`config.mk`:
```
export PLATFORM = sky130hd
export DESIGN_NAME = decode_stage_flat
export DESIGN_NICKNAME = d
export VERILOG_FILES = /design/src/rtl/mips_isa_pkg.sv /design/src/rtl/decode_stage_if.sv /design/src/rtl/reg_file_2r1w.sv /design/src/rtl/decode_stage.sv /design/src/flat_wrapper.sv
export SDC_FILE = /design/constraint.sdc
export NUM_CORES = 2
export LEC_CHECK = 0
export ABC_CLOCK_PERIOD_IN_PS = 47300
export BUFFER_PORTS_ARGS = -buffer_cell sky130_fd_sc_hd__buf_2
export CAP_MARGIN = 20
export CORE_MARGIN = 5
export CORE_UTILIZATION = 52
export CTS_CLUSTER_SIZE = 20
export DETAILED_ROUTE_END_ITERATION = 10
export PLACE_DENSITY = 0.69
export SLEW_MARGIN = 10
export SYNTH_ARGS = -nofsm -noshare
export SYNTH_HDL_FRONTEND = slang
export SYNTH_SLANG_ARGS = --single-unit
```
`constraint.sdc`:
```
create_clock -name clk -period 47.3 [get_ports clk]
set_input_delay 4.73 -clock clk [delete_from_list [all_inputs] [get_ports clk]]
set_output_delay 4.73 -clock clk [all_outputs]
set_load 0.05 [all_outputs]
```
`src/rtl/mips_isa_pkg.sv`:
```
// Shared ISA constants: opcode encodings, instruction field positions, default widths.
// No logic, so no latency.
// No handshake of its own, so no backpressure.
package mips_isa_pkg;

  localparam int XLEN_DEF  = 32;
  localparam int NREG_DEF  = 32;
  localparam int IMM_W_DEF = 16;

  // Field positions inside the 32-bit instruction word
  localparam int OP_LSB  = 26;
  localparam int OP_W    = 6;
  localparam int SRC_LSB = 21;
  localparam int TGT_LSB = 16;
  localparam int RD_LSB  = 11;

  typedef enum logic [5:0] {
    OP_ADDU = 6'd1,
    OP_BEQ  = 6'd2,
    OP_LW   = 6'd3,
    OP_MULT = 6'd4,
    OP_ADDI = 6'd5,
    OP_J    = 6'd6,
    OP_NOP  = 6'd7
  } opcode_e;

  // Anything outside 1..7 is decoded as a nop and flagged illegal
  function automatic logic is_legal(input logic [5:0] op);
    return (op >= 6'd1) && (op <= 6'd7);
  endfunction

endpackage

```
`src/rtl/decode_stage_if.sv`:
```
// Bundle of the decode stage's handshake, writeback and decoded-output signals.
// Pure wiring, no latency.
// Backpressure is carried by in_ready/out_ready; the interface adds none.
interface decode_stage_if #(
  parameter int XLEN = mips_isa_pkg::XLEN_DEF,
  parameter int NREG = mips_isa_pkg::NREG_DEF
);
  localparam int RAW = $clog2(NREG);

  logic            in_valid;
  logic            in_ready;
  logic [XLEN-1:0] ir;
  logic [XLEN-1:0] pc_i;
  logic            wb_en;
  logic [RAW-1:0]  wb_addr;
  logic [XLEN-1:0] wb_data;
  logic            flush;
  logic            out_valid;
  logic            out_ready;
  logic [5:0]      opcode;
  logic [RAW-1:0]  dest;
  logic [XLEN-1:0] a;
  logic [XLEN-1:0] b;
  logic [XLEN-1:0] sign_e;
  logic [XLEN-1:0] pc_o;
  logic            redirect;
  logic [XLEN-1:0] redirect_pc;
  logic            illegal;

  // Decode stage side
  modport slave (
    input  in_valid, ir, pc_i, wb_en, wb_addr, wb_data, flush, out_ready,
    output in_ready, out_valid, opcode, dest, a, b, sign_e, pc_o,
           redirect, redirect_pc, illegal
  );

  // Fetch / writeback / execute side
  modport master (
    output in_valid, ir, pc_i, wb_en, wb_addr, wb_data, flush, out_ready,
    input  in_ready, out_valid, opcode, dest, a, b, sign_e, pc_o,
           redirect, redirect_pc, illegal
  );

endinterface

```
`src/rtl/reg_file_2r1w.sv`:
```
// NREG x XLEN register file, two combinational read ports, one write port, R0 hardwired to 0.
// Reads are same-cycle; a write lands on the next edge but is forwarded to matching reads at once.
// No backpressure: a write is always taken.
module reg_file_2r1w #(
  parameter int XLEN = 32,
  parameter int NREG = 32,
  localparam int RAW = $clog2(NREG)
) (
  input  logic            clk,
  input  logic            reset,
  input  logic            we_i,
  input  logic [RAW-1:0]  waddr_i,
  input  logic [XLEN-1:0] wdata_i,
  input  logic [RAW-1:0]  raddr0_i,
  input  logic [RAW-1:0]  raddr1_i,
  output logic [XLEN-1:0] rdata0_o,
  output logic [XLEN-1:0] rdata1_o
);

  logic [XLEN-1:0] mem_q [NREG];

  // Storage: reset wipes every entry; writes to R0 are dropped
  always_ff @(posedge clk or posedge reset) begin
    if (reset) begin
      for (int i = 0; i < NREG; i++) mem_q[i] <= '0;
    end else if (we_i && (waddr_i != '0)) begin
      mem_q[waddr_i] <= wdata_i;
    end
  end

  // Read ports with write-through bypass; R0 always reads 0
  always_comb begin
    rdata0_o = '0;
    rdata1_o = '0;
    if (raddr0_i != '0)
      rdata0_o = (we_i && (waddr_i == raddr0_i)) ? wdata_i : mem_q[raddr0_i];
    if (raddr1_i != '0)
      rdata1_o = (we_i && (waddr_i == raddr1_i)) ? wdata_i : mem_q[raddr1_i];
  end

endmodule

```
`src/rtl/decode_stage.sv`:
```
// Decode stage: field decode, operand read, scoreboard hazard check, branch resolve.
// Latency 1: an accepted instruction appears on the outputs at the next edge.
// Holds the bundle while out_ready is low; in_ready drops on stall, hazard, redirect or flush.
module decode_stage
  import mips_isa_pkg::*;
#(
  parameter int XLEN  = XLEN_DEF,
  parameter int NREG  = NREG_DEF,
  parameter int IMM_W = IMM_W_DEF
) (
  input  logic          clk,
  input  logic          reset,
  decode_stage_if.slave bus
);
  localparam int RAW = $clog2(NREG);

  // Decoded fields of the offered instruction
  logic [5:0]      op_raw;
  logic [5:0]      op_eff;
  logic            legal;
  logic [RAW-1:0]  src, tgt, rd;
  logic            use_src, use_tgt, use_imm;
  logic [RAW-1:0]  dest_dec;
  logic [XLEN-1:0] imm_ext, sign_e_dec, a_dec, b_dec, rdata0, rdata1;
  logic            hazard, take, in_ready, accept;

  // Output bundle and scoreboard state
  logic            out_valid_q, out_valid_d;
  logic            redirect_q, redirect_d;
  logic            illegal_q, illegal_d;
  logic [5:0]      opcode_q, opcode_d;
  logic [RAW-1:0]  dest_q, dest_d;
  logic [XLEN-1:0] a_q, a_d, b_q, b_d, sign_e_q, sign_e_d;
  logic [XLEN-1:0] pc_q, pc_d, redirect_pc_q, redirect_pc_d;
  logic [NREG-1:0] busy_q, busy_d;

  assign op_raw  = bus.ir[OP_LSB +: OP_W];
  assign legal   = is_legal(op_raw);
  assign op_eff  = legal ? op_raw : OP_NOP;
  assign src     = bus.ir[SRC_LSB +: RAW];
  assign tgt     = bus.ir[TGT_LSB +: RAW];
  assign rd      = bus.ir[RD_LSB +: RAW];
  assign imm_ext = {{(XLEN-IMM_W){bus.ir[IMM_W-1]}}, bus.ir[IMM_W-1:0]};

  reg_file_2r1w #(.XLEN(XLEN), .NREG(NREG)) u_rf (
    .clk      (clk),
    .reset    (reset),
    .we_i     (bus.wb_en),
    .waddr_i  (bus.wb_addr),
    .wdata_i  (bus.wb_data),
    .raddr0_i (src),
    .raddr1_i (tgt),
    .rdata0_o (rdata0),
    .rdata1_o (rdata1)
  );

  // Per-opcode operand usage, destination and immediate selection
  always_comb begin
    use_src  = 1'b0;
    use_tgt  = 1'b0;
    use_imm  = 1'b0;
    dest_dec = '0;
    case (op_eff)
      OP_ADDU, OP_MULT: begin use_src = 1'b1; use_tgt = 1'b1; dest_dec = rd; end
      OP_BEQ:           begin use_src = 1'b1; use_tgt = 1'b1; use_imm = 1'b1; end
      OP_LW, OP_ADDI:   begin use_src = 1'b1; use_imm = 1'b1; dest_dec = tgt; end
      OP_J:             begin use_imm = 1'b1; end
      default: ;
    endcase
  end

  assign a_dec      = use_src ? rdata0 : '0;
  assign b_dec      = use_tgt ? rdata1 : '0;
  assign sign_e_dec = use_imm ? imm_ext : '0;

  // A source in flight is still safe if its writeback lands this very cycle (bypass)
  assign hazard = (use_src && (src != '0) && busy_q[src] && !(bus.wb_en && (bus.wb_addr == src))) ||
                  (use_tgt && (tgt != '0) && busy_q[tgt] && !(bus.wb_en && (bus.wb_addr == tgt)));

  assign take     = ((op_eff == OP_BEQ) && (a_dec == b_dec)) || (op_eff == OP_J);
  assign in_ready = (!out_valid_q || bus.out_ready) && !hazard && !redirect_q && !bus.flush;
  assign accept   = bus.in_valid && in_ready;

  // Output slot next state: flush kills, accept loads, consumption empties, else hold
  always_comb begin
    out_valid_d   = out_valid_q;
    redirect_d    = 1'b0;
    illegal_d     = illegal_q;
    opcode_d      = opcode_q;
    dest_d        = dest_q;
    a_d           = a_q;
    b_d           = b_q;
    sign_e_d      = sign_e_q;
    pc_d          = pc_q;
    redirect_pc_d = redirect_pc_q;
    if (bus.flush) begin
      out_valid_d = 1'b0;
    end else if (accept) begin
      out_valid_d   = 1'b1;
      redirect_d    = take;
      illegal_d     = !legal;
      opcode_d      = op_raw;
      dest_d        = dest_dec;
      a_d           = a_dec;
      b_d           = b_dec;
      sign_e_d      = sign_e_dec;
      pc_d          = bus.pc_i;
      redirect_pc_d = bus.pc_i + sign_e_dec;
    end else if (bus.out_ready) begin
      out_valid_d = 1'b0;
    end
  end

  // Scoreboard: writeback clears, a flushed bundle returns its bit, acceptance sets (set wins)
  always_comb begin
    busy_d = busy_q;
    if (bus.wb_en) busy_d[bus.wb_addr] = 1'b0;
    if (bus.flush && out_valid_q && (dest_q != '0)) busy_d[dest_q] = 1'b0;
    if (accept && (dest_dec != '0)) busy_d[dest_dec] = 1'b1;
  end

  // State registers
  always_ff @(posedge clk or posedge reset) begin
    if (reset) begin
      out_valid_q   <= 1'b0;
      redirect_q    <= 1'b0;
      illegal_q     <= 1'b0;
      opcode_q      <= '0;
      dest_q        <= '0;
      a_q           <= '0;
      b_q           <= '0;
      sign_e_q      <= '0;
      pc_q          <= '0;
      redirect_pc_q <= '0;
      busy_q        <= '0;
    end else begin
      out_valid_q   <= out_valid_d;
      redirect_q    <= redirect_d;
      illegal_q     <= illegal_d;
      opcode_q      <= opcode_d;
      dest_q        <= dest_d;
      a_q           <= a_d;
      b_q           <= b_d;
      sign_e_q      <= sign_e_d;
      pc_q          <= pc_d;
      redirect_pc_q <= redirect_pc_d;
      busy_q        <= busy_d;
    end
  end

  assign bus.in_ready    = in_ready;
  assign bus.out_valid   = out_valid_q;
  assign bus.redirect    = redirect_q;
  assign bus.illegal     = illegal_q;
  assign bus.opcode      = opcode_q;
  assign bus.dest        = dest_q;
  assign bus.a           = a_q;
  assign bus.b           = b_q;
  assign bus.sign_e      = sign_e_q;
  assign bus.pc_o        = pc_q;
  assign bus.redirect_pc = redirect_pc_q;

endmodule

```
`src/flat_wrapper.sv`:
```
// flat-port wrapper written by rule: the top's interface ports become plain ports
module decode_stage_flat import mips_isa_pkg::*;
#(
  parameter int XLEN  = XLEN_DEF,
  parameter int NREG  = NREG_DEF,
  parameter int IMM_W = IMM_W_DEF
)
  (clk, reset, bus_in_valid, bus_ir, bus_pc_i, bus_wb_en, bus_wb_addr, bus_wb_data, bus_flush, bus_out_ready, bus_in_ready, bus_out_valid, bus_opcode, bus_dest, bus_a, bus_b, bus_sign_e, bus_pc_o, bus_redirect, bus_redirect_pc, bus_illegal);
  decode_stage_if #(.XLEN(XLEN), .NREG(NREG)) bus_i ();
  input  logic clk;
  input  logic reset;
  input wire logic [$bits(bus_i.in_valid)-1:0] bus_in_valid;
  input wire logic [$bits(bus_i.ir)-1:0] bus_ir;
  input wire logic [$bits(bus_i.pc_i)-1:0] bus_pc_i;
  input wire logic [$bits(bus_i.wb_en)-1:0] bus_wb_en;
  input wire logic [$bits(bus_i.wb_addr)-1:0] bus_wb_addr;
  input wire logic [$bits(bus_i.wb_data)-1:0] bus_wb_data;
  input wire logic [$bits(bus_i.flush)-1:0] bus_flush;
  input wire logic [$bits(bus_i.out_ready)-1:0] bus_out_ready;
  output wire logic [$bits(bus_i.in_ready)-1:0] bus_in_ready;
  output wire logic [$bits(bus_i.out_valid)-1:0] bus_out_valid;
  output wire logic [$bits(bus_i.opcode)-1:0] bus_opcode;
  output wire logic [$bits(bus_i.dest)-1:0] bus_dest;
  output wire logic [$bits(bus_i.a)-1:0] bus_a;
  output wire logic [$bits(bus_i.b)-1:0] bus_b;
  output wire logic [$bits(bus_i.sign_e)-1:0] bus_sign_e;
  output wire logic [$bits(bus_i.pc_o)-1:0] bus_pc_o;
  output wire logic [$bits(bus_i.redirect)-1:0] bus_redirect;
  output wire logic [$bits(bus_i.redirect_pc)-1:0] bus_redirect_pc;
  output wire logic [$bits(bus_i.illegal)-1:0] bus_illegal;
  assign bus_i.in_valid = bus_in_valid;
  assign bus_i.ir = bus_ir;
  assign bus_i.pc_i = bus_pc_i;
  assign bus_i.wb_en = bus_wb_en;
  assign bus_i.wb_addr = bus_wb_addr;
  assign bus_i.wb_data = bus_wb_data;
  assign bus_i.flush = bus_flush;
  assign bus_i.out_ready = bus_out_ready;
  assign bus_in_ready = bus_i.in_ready;
  assign bus_out_valid = bus_i.out_valid;
  assign bus_opcode = bus_i.opcode;
  assign bus_dest = bus_i.dest;
  assign bus_a = bus_i.a;
  assign bus_b = bus_i.b;
  assign bus_sign_e = bus_i.sign_e;
  assign bus_pc_o = bus_i.pc_o;
  assign bus_redirect = bus_i.redirect;
  assign bus_redirect_pc = bus_i.redirect_pc;
  assign bus_illegal = bus_i.illegal;
  decode_stage #(.XLEN(XLEN), .NREG(NREG), .IMM_W(IMM_W)) u_core (.clk(clk), .reset(reset), .bus(bus_i));
endmodule
```
==> flow_summary.yaml <==
outcome:
  status: "complete, no violations"
floorplan:
  dieArea_um2: 132000
  die_w_um: 363
  initial_core_util_pct: 52.3
  coreArea_um2: 124000
  rows: 129
  io_pins: 282
  fp.dieH_um: 363
timing:
  hold_viol: 0
  clock.fmax_mhz: 78.9
  setup_violations: 0
  max_slew.worst_pin.slew_ps: 1210
  worst_slack_ps: 34630
  slew_headroom_pct: 19.3
  grt_setup_unrepaired: "false"
  final_max_slew_viol_count: 0
  period_needed_ps: 12670
  clock_skew_ps: 34.5
  period_share_pct: 26.8
  setup_tns_ps: 0
routing:
  met2_length_um: 98600
  wl_per_cell_um: 35.0
  vias: 45700
  first_pass_iters: 6
  first_iter_violations: 6053
  route.met3.wl_um: 27500
  totalWireLength_um: 226000
  route.detailed.drc: 0
  wl_met1_um: 85600
  top_layer_used: "met5"
  avgViaCountPerCell: 7.09
  drtAntennaViolNets: 0
synth:
  syn_area_per_cell_um2: 13.9
  synth-edff-count: 0
  synth-async-reset-ratio_pct: 100
  synth_cell_types: 73
  yosys_register_bits: 1214
  syn-cell-area_um2: 64700
  ys.flop_type: "dfrtp_1"
  ys_warn_count: 0
  synth_fp_nets: 4768
  syn_inst: 4644
  ys_seq_area_share_pct: 47.0
hold_path:
  hold_end: "u_core.u_rf.mem_q[1002]"
  hold_depth: 0
  hold_class: "reg2reg"
  hold_path.startpoint: "u_core.u_rf.mem_q[1002]"
power_and_ir_drop:
  p_leak_nw: 31.3
  peakVddDrop_v: 0.0000356
  p_per_area_nw_per_um2: 42.6
worst_setup_path:
  r2r_start: "u_core.u_rf.mem_q[301]"
  worstPathMaxFanout: 66
  required_ps: 42570
  cp-startpoint: "bus_ir[22]"
  critPathLaunchType: "input pin"
  worstSetupEndpointType: "output pin"
  worstRegToRegCells: 10
  r2r-end: "u_core.bus.redirect"
  rrSetupSlack_ps: 42900
  worstSetupPathType: "in2out"
  critPathArrivalTime_ps: 7940
finish:
  instances_no_fill: 6438
  fin_nets: 4811
  layout_commonest_cell: "dfrtp_1"
  utilization_pct: 58.0
  fillers: 9848
  design_area_um2: 71700
  drive_above_1_share_pct: 46.9
  syn2layout_area_growth_pct: 10.9
  final_cell_mix: "dfrtp_1 (1,214), mux2_2 (1,080), mux4_2 (486), buf_2 (274), nand2_1 (183)"
clocking:
  cts_tree: "yes"
  clock_path_buffers: 3
  clkTransAtPathRegs_ps: 50
  cts-buffers-inserted: 134
  cts_resized: 0
  postCtsSetupRepairBufs: 0
  cts_hold_buf: 0
  htreeDepth: 4
  clockRootBuffer: "clkbuf_16"
  clk_latency_ps: 770
  clock-sinks: 1214
placement:
  place_congestion: 0.895
  port_buffers: 281
  dpl_cell_area_um2: 67200
  pre_cts_ws_ps: 34660
  place_inst: 6187
  dp_hpwl_um: 134000
run:
  maxCapViolations: 0
grt:
  grt_pass1_wl_um: 327000
  grt-ovfl-total: 0
  grtUsageTotal_pct: 34.0
  antenna_found_initial: 18
  grt_max_degree: 125
  grt_pass1_vias: 45600
[sequential cells by signal, indices dropped and copies added (netlist names), 5 cells and up]
signal and cells:
u_core.u_rf.mem_q 1024, u_core.bus.dest 5, u_core.bus.b 32, u_core.busy_q 32, u_core.bus.a 32, u_core.bus.sign_e 16, u_core.bus.pc_o 32, u_core.bus.redirect_pc 32
u_core.bus.opcode 6
[synthesized netlist by cell type (all sizes together), types with 18 or more instances]
cell,instances,share of area [%]
nor3,29,0.22
nor2,118,0.68
nand2,199,1.2
clkbuf,336,2.0
mux2i,168,2.6
a22o,18,0.24
o22ai,68,0.66
a21oi,46,0.36
o221ai,28,0.38
a22oi,86,1.0
o21ai,153,1.2
o211ai,31,0.36
and2,21,0.20
buf,154,1.4
nand3,28,0.22
mux2,1080,19
nand4,18,0.17
xor2,27,0.37
dfrtp,1214,47
o31ai,31,0.36
xnor2,46,0.62
a221oi,28,0.38
mux4,486,17
[worst max-delay path, cell delays in order]
cell and delay, ps:
buf_8 420, buf_4 740, mux4_2 400, mux4_2 470, mux2i_1 180, nor3_1 90, a211oi_2 420, buf_2 360
[routing by layer]
| layer | up-vias | track usage (%) |
|---|---|---|
| li1 | 17900 | - |
| met1 | 24000 | 45.6 |
| met2 | 3057 | 49.4 |
| met3 | 722 | 11.2 |
| met4 | 6 | 18.4 |
| met5 | - | 0.835 |
[how the worst max path moves through the flow]
stage / endpoint / slack [ps] / depth (start not counted)
after global routing: bus_in_ready / 34510 / 8
after global placement: bus_in_ready / 34650 / 8
after floorplan: u_core.bus.a[0] / 8370 / 1
final: bus_in_ready / 34630 / 8
after detailed placement: bus_in_ready / 34660 / 8
after CTS: bus_in_ready / 34660 / 8
[power breakdown]
| part | switching (mW) | internal [mW] | total (mW) |
|---|---|---|---|
| Sequential | 0.136 | 1.22 | 1.36 |
| Combinational | 0.296 | 0.323 | 0.619 |
| Clock | 0.441 | 0.640 | 1.08 |
[layout make-up]
cell class	instances	area, um2	share of cell area [%]
multi-input combinational	2930	32300	45.1
clock buffer	191	3950	5.50
sequential	1214	30400	42.3
tap	1637	2050	2.86
timing repair buffer	397	2390	3.33
clock inverter	41	556	0.774
antenna	18	45.0	0.0628
inverter	10	45.0	0.0628
[per-stage QoR]
step	power, mW	hold WS [ps]
finish	3.06	394
global route	3.16	410
CTS	3.05	396
detailed placement	1.98	384
global placement	1.95	376
floorplan	1.80	441
[cells by family after synthesis]
| kind of cell | after synthesis | share of synthesized area (%) |
|---|---|---|
| mux | 1734 | 38.3 |
| flops | 1214 | 47.0 |
| xor+xnor | 73 | 0.989 |
| buf+inv | 500 | 3.42 |
| simple gates | 520 | 3.81 |
| fa+ha+maj | 17 | 0.341 |
| compound gates | 586 | 6.13 |
Power figures use the tool's default switching activity.
